**src/rtl/sccb_config_seq_if.sv**
```systemverilog
// Bus bundle between the SCCB config sequencer, its register table ROM and
// the SCCB byte master. Member names are as seen from the sequencer.
interface sccb_config_seq_if #(
  parameter int ADDR_W = 8
);
  logic [ADDR_W-1:0] o_rom_addr;
  logic [15:0]       i_rom_data;
  logic              o_i2c_start;
  logic              o_i2c_stop;
  logic [7:0]        o_i2c_wr_byte;
  logic              i_i2c_tx_done;
  logic              i_i2c_ack;

  modport master (
    output o_rom_addr, o_i2c_start, o_i2c_stop, o_i2c_wr_byte,
    input  i_rom_data, i_i2c_tx_done, i_i2c_ack
  );

  modport slave (
    input  o_rom_addr, o_i2c_start, o_i2c_stop, o_i2c_wr_byte,
    output i_rom_data, i_i2c_tx_done, i_i2c_ack
  );
endinterface

```
**src/rtl/sccb_config_seq.sv**
```systemverilog
// SCCB register-programming sequencer. Walks a {reg, data} table and issues
// one 3-byte write (DEV_ADDR, reg, data) per entry; 16'hFFF0 inserts a
// DELAY_MS pause, 16'hFFFF ends the table.
// Optional feature macro: SCCB_RETRY_EN -- re-issue a NACKed entry up to
// MAX_RETRY times before flagging an error.
module sccb_config_seq #(
  parameter int         IP_CLK_FREQ = 50000000,
  parameter logic [7:0] DEV_ADDR    = 8'h42,
  parameter int         DELAY_MS    = 10,
  parameter int         GAP_CYCLES  = 1000,
  parameter int         ADDR_W      = 8,
  parameter int         MAX_RETRY   = 3
) (
  input  logic                i_clk,
  input  logic                i_rstn,
  input  logic                i_start,
  sccb_config_seq_if.master   bus,
  output logic                o_busy,
  output logic                o_done,
  output logic                o_nack_err,
  output logic [ADDR_W-1:0]   o_err_addr
);

  localparam int DLY_CYC = DELAY_MS * (IP_CLK_FREQ / 1000);
  localparam int DLY_W   = (DLY_CYC > 0) ? $clog2(DLY_CYC + 1) : 1;
  localparam int GAP_W   = (GAP_CYCLES > 0) ? $clog2(GAP_CYCLES + 1) : 1;
  localparam logic [DLY_W-1:0] DLY_LAST = (DLY_CYC > 0) ? DLY_W'(DLY_CYC - 1) : '0;
  localparam logic [GAP_W-1:0] GAP_LAST = (GAP_CYCLES > 0) ? GAP_W'(GAP_CYCLES - 1) : '0;

  typedef enum logic [3:0] {
    S_IDLE, S_FETCH, S_DECODE, S_START, S_ADDR,
    S_DATA, S_LAST, S_GAP, S_DELAY, S_DONE
  } state_t;

  state_t            state_q, state_d;
  logic [ADDR_W-1:0] addr_q, addr_d, eaddr_q, eaddr_d;
  logic              start_q, start_d, stop_q, stop_d;
  logic [7:0]        byte_q, byte_d, reg_q, dat_q;
  logic              busy_q, busy_d, done_q, done_d, nerr_q, nerr_d;
  logic [GAP_W-1:0]  gcnt_q, gcnt_d;
  logic [DLY_W-1:0]  dcnt_q, dcnt_d;
  logic              nack_now, hold_addr, td, ack;

`ifdef SCCB_RETRY_EN
  localparam int RTY_W = (MAX_RETRY > 0) ? $clog2(MAX_RETRY + 1) : 1;
  localparam logic [RTY_W-1:0] RTY_MAX = RTY_W'(MAX_RETRY);
  logic [RTY_W-1:0] rcnt_q, rcnt_d;
  logic             enack_q, enack_d, redo_q, redo_d;
  assign hold_addr = redo_q;
`else
  assign hold_addr = 1'b0;
`endif

  assign td  = bus.i_i2c_tx_done;
  assign ack = bus.i_i2c_ack;

  assign bus.o_rom_addr    = addr_q;
  assign bus.o_i2c_start   = start_q;
  assign bus.o_i2c_stop    = stop_q;
  assign bus.o_i2c_wr_byte = byte_q;
  assign o_busy            = busy_q;
  assign o_done            = done_q;
  assign o_nack_err        = nerr_q;
  assign o_err_addr        = eaddr_q;

  // State, control and output registers; everything clears on reset.
  always_ff @(posedge i_clk) begin
    if (!i_rstn) begin
      state_q <= S_IDLE;
      addr_q  <= '0;
      eaddr_q <= '0;
      start_q <= 1'b0;
      stop_q  <= 1'b0;
      byte_q  <= '0;
      busy_q  <= 1'b0;
      done_q  <= 1'b0;
      nerr_q  <= 1'b0;
      gcnt_q  <= '0;
      dcnt_q  <= '0;
`ifdef SCCB_RETRY_EN
      rcnt_q  <= '0;
      enack_q <= 1'b0;
      redo_q  <= 1'b0;
`endif
    end else begin
      state_q <= state_d;
      addr_q  <= addr_d;
      eaddr_q <= eaddr_d;
      start_q <= start_d;
      stop_q  <= stop_d;
      byte_q  <= byte_d;
      busy_q  <= busy_d;
      done_q  <= done_d;
      nerr_q  <= nerr_d;
      gcnt_q  <= gcnt_d;
      dcnt_q  <= dcnt_d;
`ifdef SCCB_RETRY_EN
      rcnt_q  <= rcnt_d;
      enack_q <= enack_d;
      redo_q  <= redo_d;
`endif
    end
  end

  // Latch the reg/data bytes of the entry being decoded (data path, no reset).
  always_ff @(posedge i_clk) begin
    if (state_q == S_DECODE) begin
      reg_q <= bus.i_rom_data[15:8];
      dat_q <= bus.i_rom_data[7:0];
    end
  end

  // Next-state and output logic; each byte is staged before its tx_done.
  always_comb begin
    state_d  = state_q;
    addr_d   = addr_q;
    eaddr_d  = eaddr_q;
    start_d  = start_q;
    stop_d   = stop_q;
    byte_d   = byte_q;
    busy_d   = busy_q;
    done_d   = done_q;
    nerr_d   = nerr_q;
    gcnt_d   = gcnt_q;
    dcnt_d   = dcnt_q;
    nack_now = 1'b0;
`ifdef SCCB_RETRY_EN
    rcnt_d   = rcnt_q;
    enack_d  = enack_q;
    redo_d   = redo_q;
`endif
    case (state_q)
      S_IDLE: if (i_start) begin
        busy_d  = 1'b1;
        done_d  = 1'b0;
        nerr_d  = 1'b0;
        eaddr_d = '0;
        addr_d  = '0;
        state_d = S_FETCH;
      end
      S_FETCH: state_d = S_DECODE;
      S_DECODE: begin
        if (bus.i_rom_data == 16'hFFFF) begin
          state_d = S_DONE;
        end else if (bus.i_rom_data == 16'hFFF0) begin
          dcnt_d  = '0;
          state_d = S_DELAY;
        end else begin
          start_d = 1'b1;
          byte_d  = DEV_ADDR;
          state_d = S_START;
        end
      end
      S_START: begin
        start_d = 1'b0;
        byte_d  = reg_q;
        state_d = S_ADDR;
      end
      S_ADDR: if (td) begin
        byte_d   = dat_q;
        nack_now = ack;
        state_d  = S_DATA;
      end
      S_DATA: if (td) begin
        stop_d   = 1'b1;
        nack_now = ack;
        state_d  = S_LAST;
      end
      S_LAST: if (td) begin
        stop_d   = 1'b0;
        nack_now = ack;
        gcnt_d   = '0;
        state_d  = S_GAP;
      end
      S_GAP: begin
        if (gcnt_q == GAP_LAST) begin
          if (!hold_addr) addr_d = addr_q + 1'b1;
          state_d = S_FETCH;
        end else begin
          gcnt_d = gcnt_q + 1'b1;
        end
      end
      S_DELAY: begin
        if (dcnt_q == DLY_LAST) begin
          addr_d  = addr_q + 1'b1;
          state_d = S_FETCH;
        end else begin
          dcnt_d = dcnt_q + 1'b1;
        end
      end
      S_DONE: begin
        done_d  = 1'b1;
        busy_d  = 1'b0;
        state_d = S_IDLE;
      end
      default: state_d = S_IDLE;
    endcase
`ifdef SCCB_RETRY_EN
    // A NACK anywhere in the entry is judged once the 3rd byte completes.
    if (state_q == S_DECODE) enack_d = 1'b0;
    if (nack_now) enack_d = 1'b1;
    if (state_q == S_LAST && td && (enack_q || ack)) begin
      if (rcnt_q < RTY_MAX) begin
        rcnt_d = rcnt_q + 1'b1;
        redo_d = 1'b1;
      end else if (!nerr_q) begin
        nerr_d  = 1'b1;
        eaddr_d = addr_q;
      end
    end
    if (state_q == S_GAP && gcnt_q == GAP_LAST) begin
      redo_d = 1'b0;
      if (!redo_q) rcnt_d = '0;
    end
`else
    if (nack_now && !nerr_q) begin
      nerr_d  = 1'b1;
      eaddr_d = addr_q;
    end
`endif
  end

endmodule

```
**src/flat_wrapper.sv**
```systemverilog
// flat-port wrapper written by rule: the top's interface ports become plain ports
module sccb_config_seq_flat 
#(
  parameter int         IP_CLK_FREQ = 50000000,
  parameter logic [7:0] DEV_ADDR    = 8'h42,
  parameter int         DELAY_MS    = 10,
  parameter int         GAP_CYCLES  = 1000,
  parameter int         ADDR_W      = 8,
  parameter int         MAX_RETRY   = 3
)
  (i_clk, i_rstn, i_start, o_busy, o_done, o_nack_err, o_err_addr, bus_o_rom_addr, bus_o_i2c_start, bus_o_i2c_stop, bus_o_i2c_wr_byte, bus_i_rom_data, bus_i_i2c_tx_done, bus_i_i2c_ack);
  sccb_config_seq_if #(.ADDR_W(ADDR_W)) bus_i ();
  input  logic i_clk;
  input  logic i_rstn;
  input  logic i_start;
  output logic o_busy;
  output logic o_done;
  output logic o_nack_err;
  output logic [ADDR_W-1:0] o_err_addr;
  output wire logic [$bits(bus_i.o_rom_addr)-1:0] bus_o_rom_addr;
  output wire logic [$bits(bus_i.o_i2c_start)-1:0] bus_o_i2c_start;
  output wire logic [$bits(bus_i.o_i2c_stop)-1:0] bus_o_i2c_stop;
  output wire logic [$bits(bus_i.o_i2c_wr_byte)-1:0] bus_o_i2c_wr_byte;
  input wire logic [$bits(bus_i.i_rom_data)-1:0] bus_i_rom_data;
  input wire logic [$bits(bus_i.i_i2c_tx_done)-1:0] bus_i_i2c_tx_done;
  input wire logic [$bits(bus_i.i_i2c_ack)-1:0] bus_i_i2c_ack;
  assign bus_o_rom_addr = bus_i.o_rom_addr;
  assign bus_o_i2c_start = bus_i.o_i2c_start;
  assign bus_o_i2c_stop = bus_i.o_i2c_stop;
  assign bus_o_i2c_wr_byte = bus_i.o_i2c_wr_byte;
  assign bus_i.i_rom_data = bus_i_rom_data;
  assign bus_i.i_i2c_tx_done = bus_i_i2c_tx_done;
  assign bus_i.i_i2c_ack = bus_i_i2c_ack;
  sccb_config_seq #(.IP_CLK_FREQ(IP_CLK_FREQ), .DEV_ADDR(DEV_ADDR), .DELAY_MS(DELAY_MS), .GAP_CYCLES(GAP_CYCLES), .ADDR_W(ADDR_W), .MAX_RETRY(MAX_RETRY)) u_core (.i_clk(i_clk), .i_rstn(i_rstn), .i_start(i_start), .bus(bus_i), .o_busy(o_busy), .o_done(o_done), .o_nack_err(o_nack_err), .o_err_addr(o_err_addr));
endmodule
```
**config.mk**
```make
export PLATFORM = sky130hd
export DESIGN_NAME = sccb_config_seq_flat
export DESIGN_NICKNAME = d
export VERILOG_FILES = /design/src/rtl/sccb_config_seq_if.sv /design/src/rtl/sccb_config_seq.sv /design/src/flat_wrapper.sv
export SDC_FILE = /design/constraint.sdc
export NUM_CORES = 1
export LEC_CHECK = 0
export CORE_UTILIZATION = 55
export DETAILED_ROUTE_END_ITERATION = 8
export PLACE_DENSITY_LB_ADDON = 0.25
export REMOVE_ABC_BUFFERS = 1
export SETUP_SLACK_MARGIN = 0.2
export SKIP_CTS_REPAIR_TIMING = 1
export SLEW_MARGIN = 20
export SYNTH_ARGS = -nofsm -noshare
export SYNTH_HDL_FRONTEND = slang
export SYNTH_SLANG_ARGS = --single-unit
```
**constraint.sdc**
```tcl
create_clock -name i_clk -period 3.35 [get_ports i_clk]
set_input_delay 0.5025 -clock i_clk [delete_from_list [all_inputs] [get_ports i_clk]]
set_output_delay 0.5025 -clock i_clk [all_outputs]
set_load 0.02 [all_outputs]
```
Yosys cells after proc, flatten, opt, wreduce, memory -nomap -nowiden
Index checks and enable logic that the tools add are counted.
Storage, ports and cells
  flip-flop bits (word level): 78
  input bits: 21
Operators by class
  equality and inequality tests: 24
  reductions and logical operators: 22
  add/sub/neg operators: 3
  multiplexer cells: 40
Operators with widths (number)
  2-to-1 mux 8 bit: 8
  2-to-1 mux 19 bit: 3
  one-hot mux 8 bit (3 select lines): 2
  one-hot mux 19 bit (2 select lines): 1
  one-hot mux 4 bit (9 select lines): 1
  equality test 16 bit (second input constant): 2
  2-to-1 mux 4 bit: 8
  2-to-1 mux 10 bit: 2
  one-hot mux 10 bit (2 select lines): 1
  adder 19 x 1 -> 19 bit (second input constant): 1
  equality test 19 bit (second input constant): 1
  inequality test 2 bit (second input constant): 9
  equality test 4 x 3 -> 1 bit (second input constant): 4
  nonzero test 2 bit: 7
  AND reduction 4 bit: 3
  adder 10 x 1 -> 10 bit (second input constant): 1
  equality test 10 bit (second input constant): 1
  2-to-1 mux 1 bit: 10
  AND reduction 3 bit: 3
  adder 8 x 1 -> 8 bit (second input constant): 1
  equality test 4 x 2 -> 1 bit (second input constant): 2
  equality test 4 bit (second input constant): 2
  one-hot mux 1 bit (2 select lines): 4
  AND reduction 6 bit: 1
  8 further kinds: 11

Longest topological paths before layout
Gate-level depths: netlist (run 1).
  depth after elaboration: 6
  mapped depth: 8
  mapped depth without buffers: 6

Worst setup path before layout (run 1)
Ideal clock, no wire load.
  path kind: reg2reg
  start: register u_core.state_q[0]
  end: register u_core.dcnt_q[11]
  data arrival time: 2304 ps
  buffers on the path: 2
  period minus slack after synthesis: 2433 ps
  stages on the path, launching flop included: 8
  library setup time: 128 ps
  required time: 3222 ps
  slack: 917 ps
  cell sequence: dfxtp_1 -> buf_2 -> or2_2 -> nor2_1 -> nand2_1 -> nand3_1 -> buf_2 -> a31oi_1
Between the ends
  longest elaborated chain between the ends: 3
  elaborated cells on any way between the ends: 8
RTL lines
  start, declared: RTL line sccb_config_seq.sv:35  | state_t state_q, state_d;
  start signal, assigned: RTL line sccb_config_seq.sv:86  | state_q <= state_d;
  equality test 4 x 2 -> 1 bit or equality test 4 bit (tied branches): RTL line sccb_config_seq.sv:132  | case (state_q)
  inequality test 2 bit (no line) or nonzero test 2 bit (tied branches)
  AND reduction 4 bit (no line)
  end signal, assigned: RTL line sccb_config_seq.sv:96  | dcnt_q <= dcnt_d;
  end, declared: RTL line sccb_config_seq.sv:41  | logic [DLY_W-1:0] dcnt_q, dcnt_d;
Several ways; a longest one is shown, not always the timed one.
A chain may end at the register's enable or synchronous reset.

Final worst setup path (run 1)
  start: register u_core.dcnt_q[0]
  end: register u_core.dcnt_q[10]
Between the ends
  longest elaborated chain between the ends: 3
  elaborated cells on any way between the ends: 6
RTL lines (RTL line)
  adder 19 x 1 -> 19 bit or equality test 19 bit (tied branches): sccb_config_seq.sv:188, sccb_config_seq.sv:184
  2-to-1 mux 19 bit or inequality test 2 bit (tied branches)
  one-hot mux 19 bit (2 select lines) or AND reduction 4 bit (tied branches)
Several ways; a longest one is shown, not always the timed one. The select of a mux whose other input is x is not followed.

==> flow_summary.yaml, run 1 <==
route:
  drt_iter0_markers: 223
  dr.pass1.iters: 4
  vias: 3371
  ant_nets: 0
  drc_errors: 0
  wire_per_inst_um: 16.5
  vias_per_cell: 6.35
  wl_mm: 8.78
floorplan:
  die_width_um: 84.6
  boundaryPins: 50
  coreArea_um2: 6460
  die_h_um: 84.6
  num_rows: 29
  initial_core_util: 0.580
  fp.dieArea_um2: 7150
cells_and_area:
  fill_cells: 507
  layout_commonest_cell: "dfxtp_1"
  area_delta_synth_final_pct: 21.0
  stdcell_count: 531
  final_util: 0.702
  insertedDiodeCount: 0
  mostFrequentLayoutCells: "62 x dfxtp_1, 49 x clkdlybuf4s50_1, 36 x nor2_1, 31 x nand3_1, 31 x nand2_1"
  layout-drive-gt1-share: 0.0749
  nets: 473
global_routing:
  grt_use_met2: 0.418
  grt_pass1_wl_mm: 14.6
  antenna_found_initial: 0
  gr-usage-met1: 0.332
  grt_max_degree: 22
  grt_pass1_vias: 3134
  grt.busiest_layer: "met2"
  grt.overflow.total: 0
  grt_use_total: 0.254
  met3_usage: 0.0501
cts:
  insertion_delay_ns: 0.35
  cts-buffers-inserted: 9
  cts_sinks: 78
  clk_pin_slew_worst_paths_ns: 0.08
  cts_tree: "built"
  cts_root_buf: "clkbuf_8"
  cts.path.max_buffers: 2
  htreeDepth: 3
power_and_ir_drop:
  irDropWorstVdd_mv: 0.411
  switching_share: 0.301
  p_clk_frac: 0.351
  p_seq_frac: 0.436
  combPwrFrac: 0.213
  p_leak_nw: 1.49
  internal_power_mw: 1.86
  powerDensity_nw_per_um2: 588
  p_sw_uw: 802
  total_power_mw: 2.67
sta:
  rsz0062_at_grt: "false"
  min_period_ns: 2.59
  tightest_slew_ns: 0.728
  finalSetupTns_ns: 0
  drv_slew: 0
  max_slew_margin: 0.511
  hold_viol: 0
  max_freq_mhz: 387
  clock_skew_ns: 0.0102
  setup_viol: 0
  finalCritPeriodShare: 0.772
critical_path:
  r2r-start: "u_core.dcnt_q[0]$_SDFFE_PN0P_"
  critical_path.startpoint_type: "flop"
  end_kind: "flop"
  worstPathArrival_ns: 2.86
  critPathLaunch: "u_core.dcnt_q[0]$_SDFFE_PN0P_"
  r2r_slack_ns: 0.76
  crit_required_ns: 3.63
  worst-setup-path-type: "reg2reg"
  critPathMaxFanout: 11
place:
  hpwlAfterDp_mm: 5.89
  dp_cells: 515
  port_buffers: 49
  place_congestion: 0.842
yosys:
  synth_ff_type: "dfxtp_1"
  ys_async_sr_fraction: 0
  yosys_warnings: 0
  ys_ff_latch: 78
  synth-simple-area-share: 0.257
  synth.avg_cell_area_um2: 9.30
  synth_top_area_share: 0.331
  synth_area_leader_cell: "dfxtp_1"
  synth_top_family_by_area: "simple AND/OR/NAND/NOR gates"
  synth_seq_area_share: 0.459
  synth_cell_types: 58
  synth.area.mux_share: 0.0107
  netlist_area_um2: 3750
  synth_fa_ha_area_frac: 0.0100
  synth_compound_area_frac: 0.204
  synth_edf_count: 16
  synth_cells: 403
  synth_xor_area_frac: 0.0210
  synth_area_leaders: "dfxtp_1 33%, edfxtp_1 13%, nand3_1 4.1%, nor2_1 3.6%, a21oi_1 3.3%"
outcome:
  status: "finished clean"
min_path:
  holdCritStartpoint: "u_core.bus.o_i2c_wr_byte[2]$_SDFFE_PN0P_"
  hold_path_class: "reg2reg"
flow_run:
  maxCapViolations: 0
==> cell type report <==
type | instances | area, µm² | share of cell area
Clock buffer | 12 | 178 | 0.0392
Clock inverter | 4 | 98.8 | 0.0218
Inverter | 6 | 22.5 | 0.00496
Multi-Input combinational cell | 299 | 1880 | 0.415
Sequential cell | 78 | 1720 | 0.379
Tap cell | 77 | 96.3 | 0.0212
Timing Repair Buffer | 55 | 536 | 0.118
==> through the flow <==
step           hold slack [ns]  setup WS [ns]  cell area [µm²]
4_1_cts                  0.473          0.841             4540
5_1_grt                  0.504          0.574             4540
6_report                 0.470          0.764             4540
3_3_place_gp             0.455          0.601             4260
3_5_place_dp             0.460          0.509             4260
2_1_floorplan            0.433          0.856             3630
==> power by group through the flow <==
stage          clock network [mW]  registers (mW)  logic (mW)
2_1_floorplan                   0            1.19       0.347
3_3_place_gp                    0            1.18       0.544
3_5_place_dp                    0            1.18       0.559
4_1_cts                     0.940            1.16       0.564
5_1_grt                     0.977            1.18       0.622
6_report                    0.937            1.16       0.567
==> path summary, 6_finish.rpt <==
path,end,cells after the start
worst max-delay path,u_core.dcnt_q[10]$_SDFFE_PN0P_,5
worst max register to register,u_core.dcnt_q[10]$_SDFFE_PN0P_,5
worst min register to register,u_core.bus.o_i2c_wr_byte[2]$_SDFFE_PN0P_,2
worst min-delay path,u_core.bus.o_i2c_wr_byte[2]$_SDFFE_PN0P_,2
==> sequential cells by signal (all words and copies together) (netlist names), 4 cells and up <==
register and count:
u_core.bus.o_rom_addr 8, u_core.o_err_addr 8, u_core.dcnt_q 19, u_core.state_q 4
u_core.gcnt_q 10, u_core.reg_q 8, u_core.dat_q 8, u_core.bus.o_i2c_wr_byte 8
==> cells in the mapped netlist, types with 3 or more instances <==
library cell  instances
dfxtp_1              62
nor2_1               36
nand2_1              31
nand3_1              31
a21oi_1              25
a31oi_1              16
edfxtp_1             16
a22oi_1              14
nand4_1              13
o21ai_0              12
buf_2                10
nor4_1               10
a41oi_1               9
o31ai_1               9
nor3_1                8
xnor2_1               8
and3_1                7
inv_1                 6
nand2b_1              6
o21ai_1               6
clkbuf_1              5
mux2i_1               4
and4_1                3
ha_1                  3
o21a_1                3
o22a_1                3
or2_2                 3
or3_1                 3
==> logic make-up after synthesis <==
| kind of cell | count (synthesis) |
|---|---|
| xor+xnor | 9 |
| mux | 4 |
| simple gates | 173 |
| compound gates | 110 |
| fa+ha+maj | 3 |
| flops | 78 |
| buf+inv | 26 |
==> worst max-delay path: stages (launching register included) <==
cell and delay [ns]:
dfxtp_1 0.46, ha_1 0.28, nand4_1 0.26, o21ai_1 0.67, nand3_1 0.53, a31oi_1 0.30
==> layer usage <==
layer / share of wire / wire length [µm] / up-vias
li1: - / - / 1638
met1: 0.45 / 3990 / 1605
met2: 0.48 / 4230 / 108
met3: 0.045 / 396 / 20
met4: 0.019 / 163 / 0
met5: 0 / 0 / -
No activity file was read; power rests on OpenSTA's default activity.
==> run 2, diff against run 1 <==
Settings changed: CORE_UTILIZATION 55 to 50.
Clock period 3.35 ns to 2.3 ns, I/O delays scaled along.
==> flow_summary.yaml, run 2 (synthesized netlist as in run 1, its figures left out) <==
outcome:
  status: "finished clean"
floorplan:
  fp.dieArea_um2: 7850
  initial_core_util: 0.517
  boundaryPins: 50
  coreArea_um2: 7250
  num_rows: 31
  die_width_um: 88.6
  die_h_um: 88.6
global_routing:
  grt_pass1_wl_mm: 14.8
  grt_pass1_vias: 3126
  grt_use_total: 0.241
  grt_max_degree: 21
  grt.overflow.total: 0
  antenna_found_initial: 0
critical_path:
  max_stage_delay_ns: 0.57
  cp_cell_sequence: "clkdlybuf4s50_1 -> or4_4 -> a2111oi_4 -> a221o_2 -> nand3_1 -> o21ai_1"
  worst-setup-path-type: "in2reg"
  critPathMaxFanout: 16
  cp.depth: 6
  r2r-start: "u_core.dcnt_q[5]$_SDFFE_PN0P_"
  crit_buf_inv: 1
  critPathLaunch: "bus_i_rom_data[0]"
  crit_required_ns: 2.58
  reg2regPathDepth: 5
  worstPathArrival_ns: 2.25
  critical_path.startpoint_type: "input port"
  path_delay_family: "compound AO/OA/AOI/OAI gates"
  slowest_stage: "or4_4"
  end_kind: "flop"
cts:
  cts-buffers-inserted: 9
  cts_root_buf: "clkbuf_8"
  cts.path.max_buffers: 2
  clk_pin_slew_worst_paths_ns: 0.08
  insertion_delay_ns: 0.34
  htreeDepth: 3
  cts_tree: "built"
  cts_sinks: 78
route:
  wire_per_inst_um: 15.2
  ant_nets: 0
  dr.pass1.iters: 5
  vias: 3409
  m1WireLength_mm: 4.13
  vias_per_cell: 5.96
  drc_errors: 0
  drt_iter0_markers: 256
  wl_mm: 8.71
  dr_wl_met2_mm: 4.12
  wl_met3_um: 380
  highest_layer: "met4"
sta:
  min_period_ns: 1.98
  max_slew_margin: 0.639
  finalCritPeriodShare: 0.860
  drv_slew: 0
  hold_viol: 0
  max_freq_mhz: 506
  rsz0062_at_grt: "true"
  setup_viol: 0
  clock_skew_ns: 0.00821
  fin_ws_ns: 0.323
  tightest_slew_ns: 0.541
power_and_ir_drop:
  switching_share: 0.339
  p_clk_frac: 0.262
  powerDensity_nw_per_um2: 747
  p_leak_nw: 1.55
  combPwrFrac: 0.253
  p_sw_mw: 1.18
  irDropWorstVdd_mv: 0.500
  p_seq_frac: 0.486
  internal_power_mw: 2.30
cells_and_area:
  layout_commonest_cell: "dfxtp_1"
  area_delta_synth_final_pct: 24.0
  insertedDiodeCount: 0
  reg_top3: "u_core.dcnt_q: 19 flops, u_core.gcnt_q: 10 flops"
  layout-drive-gt1-share: 0.133
  stdcell_count: 572
  largest_register_ffs: 19
  top_register: "u_core.dcnt_q"
  fill_cells: 634
  mostFrequentLayoutCells: "60 x dfxtp_1, 49 x clkdlybuf4s50_1, 36 x nor2_1, 31 x nand3_1, 31 x nand2_1"
  nets: 492
place:
  hpwlAfterDp_mm: 6.10
  place_congestion: 0.843
  post-place-ws_ns: -0.0320
  port_buffers: 49
  dp_cells: 552
min_path:
  hold_path_class: "reg2reg"
  holdCritStartpoint: "u_core.bus.o_i2c_wr_byte[2]$_SDFFE_PN0P_"
  hold_depth: 2
flow_run:
  maxCapViolations: 0
-- run 2: worst paths after layout --
check	to	slack (ns)
max reg2reg	u_core.dcnt_q[17]$_SDFFE_PN0P_	0.34
min	u_core.bus.o_i2c_wr_byte[2]$_SDFFE_PN0P_	0.47
max	u_core.bus.o_i2c_wr_byte[1]$_SDFFE_PN0P_	0.32
min reg2reg	u_core.bus.o_i2c_wr_byte[2]$_SDFFE_PN0P_	0.47
-- run 2: worst min-delay path: stages (launching register included) --
cell,delay [ns]
dfxtp_1,0.31
nand3_1,0.06
o31ai_1,0.06
-- run 2: layout make-up --
type                       instances  area (µm²)  area share
clock buffer                       9         124      0.0266
sequential                        78        1720       0.371
inverter                           6        22.5     0.00484
clock inverter                     7        47.5      0.0102
tap                               99         124      0.0266
multi-input combinational        299        1920       0.412
timing repair buffer              74         691       0.149
-- run 2: metrics by stage --
stage	total power, mW	util	area [µm²]	hold slack, ns	setup TNS [ns]
6_report	3.48	0.641	4650	0.470	0
3_3_place_gp	2.56	0.608	4410	0.462	-0.0476
4_1_cts	3.48	0.632	4580	0.473	0
5_1_grt	3.68	0.641	4650	0.511	0
2_1_floorplan	2.24	-	3630	0.433	-2.07
3_5_place_dp	2.58	0.608	4410	0.459	-0.130
-- run 2: power by group through the flow --
stage               clock network, mW  registers (mW)  logic (mW)
finish                          0.909            1.69       0.878
global route                    0.997            1.70       0.976
CTS                             0.932            1.68       0.863
detailed placement                  0            1.72       0.861
global placement                    0            1.71       0.850
floorplan                           0            1.74       0.506
-- run 2: per-layer routing --
layer  track usage  up-vias
met3        0.0448        9
met4        0.0616        0
met5             0        -
met2         0.376       89
li1              -     1675
met1         0.344     1636
==> run 3, diff against run 2 <==
==> constraint.sdc (replaced) <==
create_clock -name i_clk -period 2.3 [get_ports i_clk]
set_input_delay 0.46 -clock i_clk [delete_from_list [all_inputs] [get_ports i_clk]]
set_output_delay 0.46 -clock i_clk [all_outputs]
set_load 0.02 [all_outputs]
==> flow_summary.yaml, run 3 (synthesized netlist as in run 1, its figures left out) <==
cts:
  cts_root_buf: "clkbuf_8"
  cts_sinks: 78
  cts.path.max_buffers: 2
  clk_pin_slew_worst_paths_ns: 0.08
  htreeDepth: 3
  cts-buffers-inserted: 9
  cts_tree: "built"
  insertion_delay_ns: 0.35
critical_path:
  critical_path.startpoint_type: "input port"
  crit_required_ns: 2.54
  reg2regPathDepth: 5
  end_kind: "flop"
  critPathMaxFanout: 3
  critPathLaunch: "bus_i_rom_data[1]"
  r2r-start: "u_core.dcnt_q[6]$_SDFFE_PN0P_"
  crit_end: "u_core.state_q[1]$_SDFFE_PN0P_"
  r2r_slack_ns: 0.36
  worstPathArrival_ns: 2.26
  r2r-end: "u_core.dcnt_q[17]$_SDFFE_PN0P_"
  worst-setup-path-type: "in2reg"
route:
  dr_wl_met2_mm: 4.16
  m1WireLength_mm: 4.25
  wire_per_inst_um: 15.4
  highest_layer: "met4"
  drt_iter0_markers: 248
  dr.pass1.iters: 5
  wl_mm: 8.92
  vias_per_cell: 5.92
  wl_met3_um: 406
  drc_errors: 0
  vias: 3428
  ant_nets: 0
floorplan:
  coreArea_um2: 7250
  boundaryPins: 50
  num_rows: 31
  die_width_um: 88.6
  fp.dieArea_um2: 7850
  die_h_um: 88.6
  initial_core_util: 0.517
sta:
  rsz0062_at_grt: "false"
  fin_ws_ns: 0.281
  hold_viol: 0
  setup_viol: 0
  finalSetupTns_ns: 0
  finalCritPeriodShare: 0.878
  max_slew_margin: 0.609
  drv_slew: 0
  max_freq_mhz: 495
  clock_skew_ns: 0.00881
  tightest_slew_ns: 0.585
  min_period_ns: 2.02
global_routing:
  grt_pass1_wl_mm: 14.9
  grt.overflow.total: 0
  grt_max_degree: 21
  grt_use_total: 0.243
  grt_pass1_vias: 3205
  antenna_found_initial: 0
cells_and_area:
  mostFrequentLayoutCells: "59 x dfxtp_1, 45 x clkdlybuf4s50_1, 36 x nor2_1, 31 x nand3_1, 31 x nand2_1"
  layout_commonest_cell: "dfxtp_1"
  stdcell_count: 579
  nets: 499
  seqCellArea_um2: 1730
  top_register: "u_core.dcnt_q"
  reg_top3: "u_core.dcnt_q: 19 flops, u_core.gcnt_q: 10 flops"
  area_delta_synth_final_pct: 26.9
  multiInputGateArea_um2: 1940
  fill_cells: 615
  insertedDiodeCount: 0
  largest_register_ffs: 19
  layout-drive-gt1-share: 0.146
outcome:
  status: "finished clean"
flow_run:
  maxCapViolations: 0
place:
  dp_cells: 557
  hpwlAfterDp_mm: 6.18
  place_congestion: 0.877
  port_buffers: 49
  post-place-ws_ns: -0.182
power_and_ir_drop:
  irDropWorstVdd_mv: 0.459
  powerDensity_nw_per_um2: 773
  p_leak_nw: 1.62
min_path:
  hold_path_class: "in2reg"
[run 3: cell count changes in the layout (fill, tap and decap cells not counted), sizes merged]
cell,change
buf,+6
clkdlybuf4s50,-4
dlymetal6s2s,+4
clkinv,-3
a221o,+1
bufinv,+1
clkinvlp,+1
inv,+1
[run 3: area by class of cell]
| class | count | area share |
|---|---|---|
| inverter | 6 | 0.00473 |
| sequential | 78 | 0.363 |
| clock buffer | 9 | 0.0260 |
| multi-input combinational | 300 | 0.407 |
| clock inverter | 7 | 0.0168 |
| tap | 99 | 0.0260 |
| timing repair buffer | 80 | 0.157 |
[run 3: worst min-delay path by stage]
stage,from,to,slack [ns],cells after the start
2_1_floorplan,u_core.dcnt_q[18]$_SDFFE_PN0P_,u_core.dcnt_q[18]$_SDFFE_PN0P_,0.43,1
3_3_place_gp,u_core.bus.o_i2c_wr_byte[2]$_SDFFE_PN0P_,u_core.bus.o_i2c_wr_byte[2]$_SDFFE_PN0P_,0.46,2
3_5_place_dp,u_core.bus.o_i2c_wr_byte[2]$_SDFFE_PN0P_,u_core.bus.o_i2c_wr_byte[2]$_SDFFE_PN0P_,0.47,2
4_1_cts,u_core.bus.o_i2c_wr_byte[2]$_SDFFE_PN0P_,u_core.bus.o_i2c_wr_byte[2]$_SDFFE_PN0P_,0.48,2
5_1_grt,bus_i_rom_data[3],u_core.dat_q[3]$_DFFE_PN_,0.36,1
6_report,bus_i_rom_data[3],u_core.dat_q[3]$_DFFE_PN_,0.38,1
[run 3: critical path, cell delays in order]
cell and delay [ns]:
dlymetal6s2s_1 0.15, or4_4 0.57, a2111oi_4 0.46, buf_4 0.19, a21oi_1 0.06, nor4_1 0.25, o31ai_1 0.11
[run 3: metal layers]
layer,GRT usage,vias up
met4,0.0865,0
met1,0.334,1627
met5,0,-
met3,0.0401,11
met2,0.389,92
li1,-,1698
[run 3: power by group]
| part | total, mW | switching [mW] | internal, mW | leakage (nW) |
|---|---|---|---|---|
| Sequential | 1.69 | 0.145 | 1.55 | 0.649 |
| Combinational | 0.921 | 0.547 | 0.374 | 0.875 |
| Clock | 1.06 | 0.547 | 0.514 | 0.0968 |
| Total | 3.68 | 1.24 | 2.44 | 1.62 |
[run 3: per-stage QoR]
stage	instance area [µm²]	power (mW)	hold WS [ns]	util
global route	4760	3.87	0.362	0.656
global placement	4450	2.57	0.456	0.614
floorplan	3630	2.24	0.433	-
finish	4760	3.68	0.377	0.656
CTS	4650	3.64	0.481	0.642
detailed placement	4450	2.59	0.469	0.614
